[config.mk]
export PLATFORM = sky130hd
export DESIGN_NAME = thirty_two_bit_divider
export DESIGN_NICKNAME = d
export VERILOG_FILES = /design/src/rtl/thirty_two_bit_divider.sv
export SDC_FILE = /design/constraint.sdc
export NUM_CORES = 1
export LEC_CHECK = 0
export BUFFER_PORTS_ARGS = -buffer_cell sky130_fd_sc_hd__buf_2
export CAP_MARGIN = 0
export CORE_MARGIN = 8
export CORE_UTILIZATION = 64
export DETAILED_ROUTE_END_ITERATION = 10
export PLACE_DENSITY = 0.86
export SYNTH_ARGS = -nofsm -noshare
export SYNTH_HDL_FRONTEND = slang
export SYNTH_SLANG_ARGS = --single-unit
[constraint.sdc]
create_clock -name clk -period 5.8 [get_ports clk]
set_input_delay 1.45 -clock clk [delete_from_list [all_inputs] [get_ports clk]]
set_output_delay 1.45 -clock clk [all_outputs]
set_load 0.005 [all_outputs]
[src/rtl/thirty_two_bit_divider.sv]
// Multi-cycle restoring integer divider (signed/unsigned), one quotient bit per clock.
// Start/busy/done handshake; results and div_by_zero are held until the next result lands.
module thirty_two_bit_divider #(
  parameter int unsigned WIDTH = 32
) (
  input  logic             clk,
  input  logic             rst_n,
  input  logic             start,
  input  logic             is_signed,
  input  logic [WIDTH-1:0] dividend,
  input  logic [WIDTH-1:0] divisor,
  output logic             busy,
  output logic             done,
  output logic             div_by_zero,
  output logic [WIDTH-1:0] quotient,
  output logic [WIDTH-1:0] remainder
);

  localparam int unsigned CntW = (WIDTH > 1) ? $clog2(WIDTH) : 1;

  typedef enum logic [1:0] {StIdle, StCalc, StFix, StDone} state_e;

  state_e            state_q, state_d;
  logic [CntW-1:0]   cnt_q, cnt_d;
  // Partial remainder; the extra top bit only exists in the shifted/trial values.
  logic [WIDTH-1:0]  rem_q, rem_d;
  // Dividend magnitude, shifted out MSB-first while quotient bits shift in at the LSB.
  logic [WIDTH-1:0]  dvd_q, dvd_d;
  logic [WIDTH-1:0]  dsr_q, dsr_d;
  logic              neg_quo_q, neg_quo_d;
  logic              neg_rem_q, neg_rem_d;
  logic [WIDTH-1:0]  quotient_q, quotient_d;
  logic [WIDTH-1:0]  remainder_q, remainder_d;
  logic              dbz_q, dbz_d;

  logic [WIDTH:0]    shifted;
  logic [WIDTH:0]    trial;
  logic              accept;

  // Next-state and datapath for all four states.
  always_comb begin
    state_d     = state_q;
    cnt_d       = cnt_q;
    rem_d       = rem_q;
    dvd_d       = dvd_q;
    dsr_d       = dsr_q;
    neg_quo_d   = neg_quo_q;
    neg_rem_d   = neg_rem_q;
    quotient_d  = quotient_q;
    remainder_d = remainder_q;
    dbz_d       = dbz_q;

    shifted = {rem_q, dvd_q[WIDTH-1]};
    trial   = shifted - {1'b0, dsr_q};
    accept  = start && ((state_q == StIdle) || (state_q == StDone));

    unique case (state_q)
      StIdle, StDone: begin
        state_d = StIdle;
        if (accept) begin
          if (divisor == '0) begin
            // Divide by zero skips the iteration entirely.
            quotient_d  = '1;
            remainder_d = dividend;
            dbz_d       = 1'b1;
            state_d     = StDone;
          end else begin
            dvd_d     = (is_signed && dividend[WIDTH-1]) ? -dividend : dividend;
            dsr_d     = (is_signed && divisor[WIDTH-1])  ? -divisor  : divisor;
            neg_quo_d = is_signed && (dividend[WIDTH-1] ^ divisor[WIDTH-1]);
            neg_rem_d = is_signed && dividend[WIDTH-1];
            rem_d     = '0;
            cnt_d     = '0;
            state_d   = StCalc;
          end
        end
      end
      StCalc: begin
        // Non-negative trial result means the divisor fits: keep it, quotient bit 1.
        if (!trial[WIDTH]) begin
          rem_d = trial[WIDTH-1:0];
          dvd_d = {dvd_q[WIDTH-2:0], 1'b1};
        end else begin
          rem_d = shifted[WIDTH-1:0];
          dvd_d = {dvd_q[WIDTH-2:0], 1'b0};
        end
        cnt_d = cnt_q + CntW'(1);
        if (cnt_q == CntW'(WIDTH - 1)) begin
          state_d = StFix;
        end
      end
      StFix: begin
        // Truncating division: remainder takes the dividend's sign.
        quotient_d  = neg_quo_q ? -dvd_q : dvd_q;
        remainder_d = neg_rem_q ? -rem_q : rem_q;
        dbz_d       = 1'b0;
        state_d     = StDone;
      end
      default: state_d = StIdle;
    endcase
  end

  // State and result registers; reset discards any in-flight operation.
  always_ff @(posedge clk or negedge rst_n) begin
    if (!rst_n) begin
      state_q     <= StIdle;
      cnt_q       <= '0;
      rem_q       <= '0;
      dvd_q       <= '0;
      dsr_q       <= '0;
      neg_quo_q   <= 1'b0;
      neg_rem_q   <= 1'b0;
      quotient_q  <= '0;
      remainder_q <= '0;
      dbz_q       <= 1'b0;
    end else begin
      state_q     <= state_d;
      cnt_q       <= cnt_d;
      rem_q       <= rem_d;
      dvd_q       <= dvd_d;
      dsr_q       <= dsr_d;
      neg_quo_q   <= neg_quo_d;
      neg_rem_q   <= neg_rem_d;
      quotient_q  <= quotient_d;
      remainder_q <= remainder_d;
      dbz_q       <= dbz_d;
    end
  end

  assign busy        = (state_q == StCalc) || (state_q == StFix);
  assign done        = (state_q == StDone);
  assign div_by_zero = dbz_q;
  assign quotient    = quotient_q;
  assign remainder   = remainder_q;

endmodule

**Word-level counts from Yosys, hierarchy flattened**

Index checks and enable logic that the tools add are counted.

- Word-level logic and storage cells: 68
- Output and inout port bits: 67
- Flip-flop bits (word level): 170

- $add $sub $neg: 6
- Equality and inequality tests: 8
- Reduce and logical (&&, ||, !) cells: 14
- Mux-type cells: 28
- Bitwise logic cells: 2

Operator list:

| cell | count |
|---|---|
| 2-to-1 mux 32 bit | 13 |
| case mux 32 bit (2 select lines) | 4 |
| negation 32 bit | 4 |
| subtractor 33 x 32 -> 33 bit | 1 |
| zero test 32 bit | 1 |
| 2-to-1 mux 5 bit | 2 |
| case mux 5 bit (2 select lines) | 1 |
| AND reduction 3 bit | 3 |
| inequality test 2 bit (second input constant) | 4 |
| 2-to-1 mux 2 bit | 3 |
| case mux 2 bit (3 select lines) | 1 |
| adder 5 x 1 -> 5 bit (second input constant) | 1 |
| equality test 5 bit (second input constant) | 1 |
| equality test 2 bit (second input constant) | 2 |
| logical AND 1 bit | 4 |
| nonzero test 2 bit | 2 |
| 2-to-1 mux 1 bit | 3 |
| equality test 2 x 1 -> 1 bit (second input constant) | 1 |
| zero test 2 bit | 1 |
| logical OR 1 bit | 2 |
| case mux 1 bit (2 select lines) | 1 |
| OR reduction 2 bit | 1 |
| NOT 1 bit | 1 |
| XOR 1 bit | 1 |

**Longest topological paths before layout**

Gate-level depths: netlist (run 1).

- Depth in word-level cells: 5
- Mapped depth: 13

**Worst setup path before layout (run 1)**

OpenSTA, ideal clock, no wires.

- Path type: in2reg
- From: input divisor[13]
- To: register dvd_q[26]
- Stages: 10
- Buffers on the path: 2
- Setup slack: 2030 ps
- Data arrival time: 3644 ps
- Cells stage by stage: or4_4 > nor4_4 > nand4b_4 > nor3_4 > nand2_2 > a21o_1 > and2_4 > buf_6 > buf_6 > a221o_1

- Cells in the longest elaborated chain, start to end: 3

Ends and longest elaborated chain:

| what | RTL line | source |
|---|---|---|
| from (decl) | 11 | `input logic [WIDTH-1:0] divisor,` |
| zero test 32 bit | 61 | `if (divisor == '0) begin` |
| inequality test 2 bit (no source line) | -- |  |
| AND reduction 3 bit (no source line) | -- |  |
| to (signal assigned) | 120 | `dvd_q <= dvd_d;` |
| to (decl) | 28 | `logic [WIDTH-1:0] dvd_q, dvd_d;` |

Every way passes these cells.
A chain may end at the register's enable or synchronous reset.

**Worst setup path in the final report (run 1)**

- From: register dvd_q[31]
- To: register rem_q[24]

- Cells in the longest elaborated chain, start to end: 3

Ends and longest elaborated chain:

| what | RTL line | source |
|---|---|---|
| subtractor 33 x 32 -> 33 bit | 54 | `trial = shifted - {1'b0, dsr_q};` |
| 2-to-1 mux 32 bit | 80 | `if (!trial[WIDTH]) begin` |
| case mux 32 bit (2 select lines) | 57 | `unique case (state_q)` |
| to (signal assigned) | 119 | `rem_q <= rem_d;` |
| to (decl) | 26 | `logic [WIDTH-1:0] rem_q, rem_d;` |

Every way passes these cells.

==> results.md, run 1 <==
- Wire per inst: 17.4 um
- Ratio of cells with drive above 1 in the final layout: ~14%
- RSZ-0062 raised after global routing: no
- Post-route ant nets: 0
- CP Launch Point: dvd_q[31]
- Initial Utilization: 65.1%
- Clock Tree Buf Depth: 2
- CTS tree: built
- Clock sinks: 170
- Post-Syn Nets: 1,498
- Core area: 17,900 um^2
- Dominant cell by count in the synthesized netlist: nand2_1
- Root Driver: clkbuf_16
- Largest net degree at the start of global routing: 94
- Critical-path cell with the highest stage delay: nand2_1
- Measured slew at the worst slew-check pin: 0.950 ns
- Synth area leaders: dfrtp_1 (37%), o21ai_0 (7.3%), xor2_1 (5.8%), nand2_1 (5.7%), xnor2_1 (5.2%)
- Worst IR Drop VDD: 0.300 mV
- Tightest Hold Check Type: flip-flop to flip-flop
- Largest stage delay on the critical path: 0.72 ns
- Synth cell count leaders: nand2_1 (177), dfrtp_1 (170), o21ai_0 (170)
- Slew margin rel.: 36.5%
- Ys flop type: dfrtp_1
- CTS buffer count: 17
- Clk_lat worst skew: 0.44 ns
- EDFF count, synth: 0
- Hold path cells: 2
- Final Hold Fails: 0
- Number of antenna violations at the first check in global routing: 1
- Layout net count: 1,577
- Area leader, netlist: dfrtp_1
- Pwr/cell area: 487 nW/um^2
- Die Height: 151 um
- Post-CTS resize count: 0
- CP delay by family, top: compound AO/OA/AOI/OAI gates
- Critical Path AT: 4.81 ns
- Hold Path Sink: remainder[3]
- Buf/Inv on CP: 2
- Post-CTS setup buffers: 0
- Reg-to-Reg Start: dvd_q[31]
- Full die area: 22,800 um^2
- Share of the synthesized area in the top cell type: 36.5%
- Via/cell ratio: 6.13
- I/O pins: approximately 140
- CP max FO: 18
- Max cap viols: 0
- Port buffer count: 134
- Yosys warns: 0
- GR Overflow Total: 0
- Vias in the first global route: 10.1k
- CP cell instances: inv_1, ha_1, fa_1, nor2b_1, o31ai_1, o21ai_0, a41o_1, o21bai_1, mux2i_1, nand2_1, buf_4, mux2i_1, o21ai_0
- RD Place Congestion: 0.900
- R2r setup slk: between 1 and 1.5 ns
- DIE WIDTH: roughly 150 um
- GRT Overall Usage: 26.9%
- Tmin final: 4.53 ns
- Post-synth ARST share: 100%
- Post-synthesis register bit count: 170
- R2R Path End: rem_q[24]
- Post-DP HPWL: 22,300 um
- First-pass GRT wire length: 49,800 um
- First-iteration detailed-routing DRC count: 897
- Final setup violation count: 0
- Site row count: 49
- Crit path kind: flip-flop to flip-flop
- Worst EP required: 6.08 ns
- Setup TNS: 0 ns
- Clk pin slew, worst setup/hold paths: 0.07 ns
- Routed Wire Length: between 20,000 and 30,000 um
- DRC errors left: 0
- Layout area overhead: 11.3%
- Post-synthesis cell count: between 1k and 1.5k
- Reg2Reg Depth: 13
- Tot Pwr: 6320 uW
- Setup crit end kind: flip-flop
- Syn avg cell area: between 8 and 9 um^2
- DR pass1 iterations: 7
- Final Skew: 0.00728 ns
- Hold buffers post-CTS: 0
- Status: finished, final reports clean
- H-Tree Depth: 4
- Critical hold path startpoint: remainder[3]
- Pleak: 0.00595 uW
- CP startpoint kind: flip-flop
- Vias: 10.5k
- Number of distinct library cells after synthesis: 71
- Fmax: ~220 MHz
- Slew Viols, Final: 0
- Sequential area share after synthesis: approximately 37%
- Synth Cell Area: about 12,000 um^2
- Tcrit/Tclk final: roughly four fifths
==> worst max-delay path by stage <==
stage / cells after the start / slack, ns / end
after floorplan: 10 / 2.03 / dvd_q[26]
after global placement: 11 / 1.24 / cnt_q[3]
after detailed placement: 11 / 1.17 / cnt_q[3]
after CTS: 13 / 1.35 / rem_q[24]
after global routing: 13 / 1.04 / rem_q[24]
final: 13 / 1.27 / rem_q[24]
==> layout make-up <==
| cell class | instances | area, um^2 |
|---|---|---|
| Tap cell | 229 | 287 |
| Antenna cell | 2 | 5.00 |
| Clock buffer | 23 | 498 |
| Timing Repair Buffer | 145 | 759 |
| Inverter | 56 | 210 |
| Fill cell | 1372 | 4940 |
| Clock inverter | 8 | 87.6 |
| Sequential cell | 170 | 4250 |
| Multi-Input combinational cell | 1077 | 6860 |
==> where the power goes <==
part           internal [uW]  total, uW  switching (uW)
registers               1620       2050             428
logic                   1210       3140            1930
clock network            648       1130             478
total                   3480       6320            2830
==> routing by layer <==
metal | share of wire (%) | global-route usage, %
met5 | 0.047 | 0
met1 | 43 | 34.9
met4 | 2.7 | 11.4
met3 | 6.9 | 4.60
met2 | 47 | 43.7
==> stage by stage <==
step | setup WS (ns) | hold slack (ns) | cell area, um^2 | instances | util (%)
after floorplan | 2.03 | 0.449 | 11700 | 1388 | -
after global placement | 1.24 | 0.462 | 12400 | 1677 | 69.1
after detailed placement | 1.17 | 0.465 | 12400 | 1677 | 69.1
after CTS | 1.35 | 0.480 | 13000 | 1708 | 72.4
after global routing | 1.04 | 0.496 | 13000 | 1708 | 72.4
final | 1.27 | 0.476 | 13000 | 1710 | 72.4
==> logic make-up after synthesis <==
family / after synthesis / synth area share [%]
compound gates: 441 / 23.3
simple gates: 405 / 15.9
flops: 170 / 36.5
xor+xnor: 146 / 11.0
buf+inv: 141 / 4.91
mux: 43 / 3.74
fa+ha+maj: 42 / 4.57
==> tightest hold or removal path, cell delays in order, from the launching register on <==
cell,delay [ns]
dfrtp_1,0.34
nand2_1,0.04
o21ai_0,0.06
==> flip-flops by register name, summed over array words and instances, names as in the netlist, 2 cells and up <==
signal	count
state_q	2
cnt_q	5
dsr_q	32
quotient	32
rem_q	32
dvd_q	32
remainder	32
==> placed cells by master (no fill, tap or decap), types with 4 or more instances in the layout <==
cell / Yosys / layout
a22oi_1: 22 / 22
a21oi_1: 82 / 81
nand3_1: 15 / 14
clkinv_4: 0 / 4
or3_1: 13 / 13
clkbuf_16: 0 / 17
clkbuf_8: 0 / 5
or4_1: 9 / 9
nor2b_1: 6 / 6
nor3_1: 21 / 21
o31ai_1: 32 / 32
a22o_1: 4 / 4
o21a_1: 7 / 7
buf_2: 16 / 133
inv_1: 56 / 56
buf_4: 0 / 11
dfrtp_1: 170 / 170
a211oi_1: 12 / 12
a32oi_1: 6 / 6
and2_1: 7 / 7
nand2b_1: 7 / 7
o41ai_1: 9 / 9
o21ai_0: 170 / 170
xnor2_1: 69 / 69
nand2_1: 177 / 177
a21o_1: 12 / 12
ha_1: 41 / 40
a221o_1: 4 / 4
nor2_1: 114 / 113
o21bai_1: 4 / 4
nor4_1: 9 / 9
mux2i_1: 39 / 39
a31oi_1: 37 / 37
mux2_2: 4 / 4
o22a_1: 4 / 4
xor2_1: 77 / 77
and3_1: 4 / 4
(Power assumes the default switching activity.)
==> inputs of run 2 (changes only) <==
ABC_AREA = 1   (was default)
CORE_UTILIZATION = 55   (was 64)
PLACE_DENSITY = 0.78   (was 0.86)
clock period = 3.8 ns   (was 5.8 ns; I/O delays follow)
==> results.md, run 2 <==
- Clk_lat worst skew: 0.45 ns
- EDFF count, synth: 0
- Clk pin slew, worst setup/hold paths: 0.07 ns
- Final setup violation count: 0
- Post-CTS resize count: 0
- Post-CTS setup buffers: 0
- I/O pins: 135
- Die Height: 173 um
- Largest net degree at the start of global routing: 66
- Full die area: about 30,000 um^2
- R2R Path End: rem_q[30]
- Hold buffers post-CTS: 0
- Post-route cell area: 15,100 um^2
- Worst IR Drop VDD: 0.506 mV
- Final Skew: 0.0161 ns
- Syn avg cell area: 6.33 um^2
- Crit path kind: input pin to flip-flop
- Hold Slack: 0.395 ns
- Clock Tree Buf Depth: 2
- GR Overflow Total: 0
- Reg-to-Reg Start: dvd_q[31]
- Ratio of cells with drive above 1 in the final layout: 10.8%
- Worst EP required: just over 4 ns
- Tcrit/Tclk final: ~77%
- CP Launch Point: divisor[0]
- Clock network fraction of design power: between 10% and 20%
- Reg2Reg Depth: 16
- CP cell instances: buf_2, inv_1, ha_1, nand3_1, inv_1, nand2_1, nor2_2, nand3_1, nand2_1, nand2_2, nand2_4, inv_2, nand2_1, o211ai_1
- RSZ-0062 raised after global routing: no
- Pleak: 0.00821 uW
- Most common cell after layout, fill and taps aside: nand2_1
- H-Tree Depth: 4
- Share of the synthesized area in the top cell type: between 30% and 40%
- Post-route ant nets: 0
- Root Driver: clkbuf_16
- CP Depth: 14
- Commonest non-fill, non-tap cells in the layout: nand2_1 (684), inv_1 (309), nand3_1 (214)
- Combinational Power Share: between 50% and 60%
- Vias in the first global route: 13.6k
- Routed Wire Length: 44,500 um
- Number of distinct library cells after synthesis: 45
- Clock sinks: 170
- Measured slew at the worst slew-check pin: about 0.84 ns
- Setup crit end kind: flip-flop
- RD Place Congestion: 0.977
- Port buffer count: 134
- Vias: 14.4k
- Critical-path cell with the highest stage delay: inv_2
- CP max FO: between 40 and 50
- Sequential share of power: 29.1%
- Pwr/cell area: 666 nW/um^2
- Slew Viols, Final: 0
- Yosys warns: 0
- Net switching power: 4990 uW
- Sequential area share after synthesis: 31.3%
- CP startpoint kind: input pin
- Via/cell ratio: 5.58
- Synth area leaders: dfrtp_1 (31%), nand2_1 (19%), inv_1 (8.5%), nand3_1 (7.9%), nor2_1 (5.9%)
- Initial Utilization: between 50% and 60%
- Slew margin rel.: 43.7%
- Post-DP HPWL: 35,600 um
- Tightest Hold Check Type: input pin to async pin
- GRT Overall Usage: 29.3%
- Site row count: 57
- Area leader, netlist: dfrtp_1
- R2r setup slk: 0.94 ns
- Buf/Inv on CP: 4
- First-pass GRT wire length: 71,400 um
- First-iteration detailed-routing DRC count: ~1.8k
- Cell internal pwr: 5040 uW
- DR pass1 iterations: 8
- DIE WIDTH: 173 um
- DRC errors left: 0
- Largest stage delay on the critical path: 0.67 ns
- Post-synthesis register bit count: 170
- CP delay by family, top: simple AND/OR/NAND/NOR gates
- Post-synthesis cell count: 2,144
- Status: finished, final reports clean
- Core area: approximately 24,000 um^2
- Synth Cell Area: 13,600 um^2
- Worst path most repeated cell: nand2_1
- Number of antenna violations at the first check in global routing: 0
- Setup TNS: 0 ns
- Wire per inst: 17.2 um
- Tmin final: 2.91 ns
- Sw Ratio: 49.8%
- Post-synth ARST share: 100%
- Layout net count: 2,361
- Fmax: 343 MHz
- Critical Path AT: 3.25 ns
- Final Hold Fails: 0
- Tot Pwr: 10,000 uW
- CTS tree: built
- Layout area overhead: 11.0%
- Max cap viols: 0
- Dominant cell by count in the synthesized netlist: nand2_1
- Synth cell count leaders: nand2_1 (684), inv_1 (309), nand3_1 (214)
- Worst setup endpoint: dvd_q[0]
- Ys flop type: dfrtp_1
- CTS buffer count: 17
- Post-Syn Nets: 2,254
- Diodes inserted: 0
- Placed cell area: 14,500 um^2
run 2: metal layers:
layer  GRT usage, %  up-vias  share of wire (%)
li1               -     7039                  -
met1           38.6     6686                 43
met2           46.7      611                 45
met3           5.27       93                7.5
met4           12.7        0                4.1
met5              0        -                  0
run 2: worst reg2reg max path: stages, from the launching register on:
cell	delay [ns]
dfrtp_1	0.34
inv_1	0.10
ha_1	0.28
fa_1	0.44
inv_1	0.10
nand2_1	0.05
nand2_1	0.07
nand3_1	0.09
nand2_2	0.15
nand2_2	0.06
nand2_2	0.09
nand2_4	0.09
nand3_2	0.24
buf_4	0.33
nand3_1	0.14
nand3_1	0.12
nand2_1	0.06
run 2: worst min-delay path by stage:
stage	start	endpoint	slack [ns]	cells after the start
after floorplan	dsr_q[28]	dsr_q[28]	0.45	2
after global placement	remainder[15]	remainder[15]	0.46	2
after detailed placement	remainder[15]	remainder[15]	0.46	2
after CTS	rst_n	remainder[15]	0.40	1
after global routing	rst_n	remainder[10]	0.40	1
final	rst_n	remainder[10]	0.39	1
run 2: power by group through the flow:
stage / Sequential (uW) / Clock, uW / Combinational [uW]
2_1_floorplan: 2830 / 0 / 3700
3_3_place_gp: 2920 / 0 / 5200
3_5_place_dp: 2930 / 0 / 5280
4_1_cts: 2900 / 1770 / 5310
5_1_grt: 2980 / 1850 / 5990
6_report: 2920 / 1760 / 5360
run 2: kinds of logic (layout without fill, tap and decap cells):
kind of cell	Yosys count	count (layout)	share of synthesized area (%)
flip-flops	170	170	31.3
XOR/XNOR	67	67	4.32
adder cells (fa/ha/maj)	42	42	3.93
AND/OR/NAND/NOR	1220	1220	38.0
AO/OA/AOI/OAI	255	255	10.9
buffers and inverters	390	510	11.5
run 2: metrics by stage:
stage,worst slack (ns),util [%],instances
6_report,0.887,62.2,2588
4_1_cts,0.930,62.2,2588
5_1_grt,0.661,62.2,2588
3_5_place_dp,0.485,59.7,2556
3_3_place_gp,0.580,59.7,2556
2_1_floorplan,1.35,-,2144
run 2: area by class of cell:
cell class / count / area (um^2)
Fill cell: 2355 / 9180
Multi-Input combinational cell: 1584 / 7760
Sequential cell: 170 / 4250
Inverter: 324 / 1220
Timing Repair Buffer: 154 / 840
Clock buffer: 17 / 425
Tap cell: 324 / 405
Clock inverter: 15 / 169
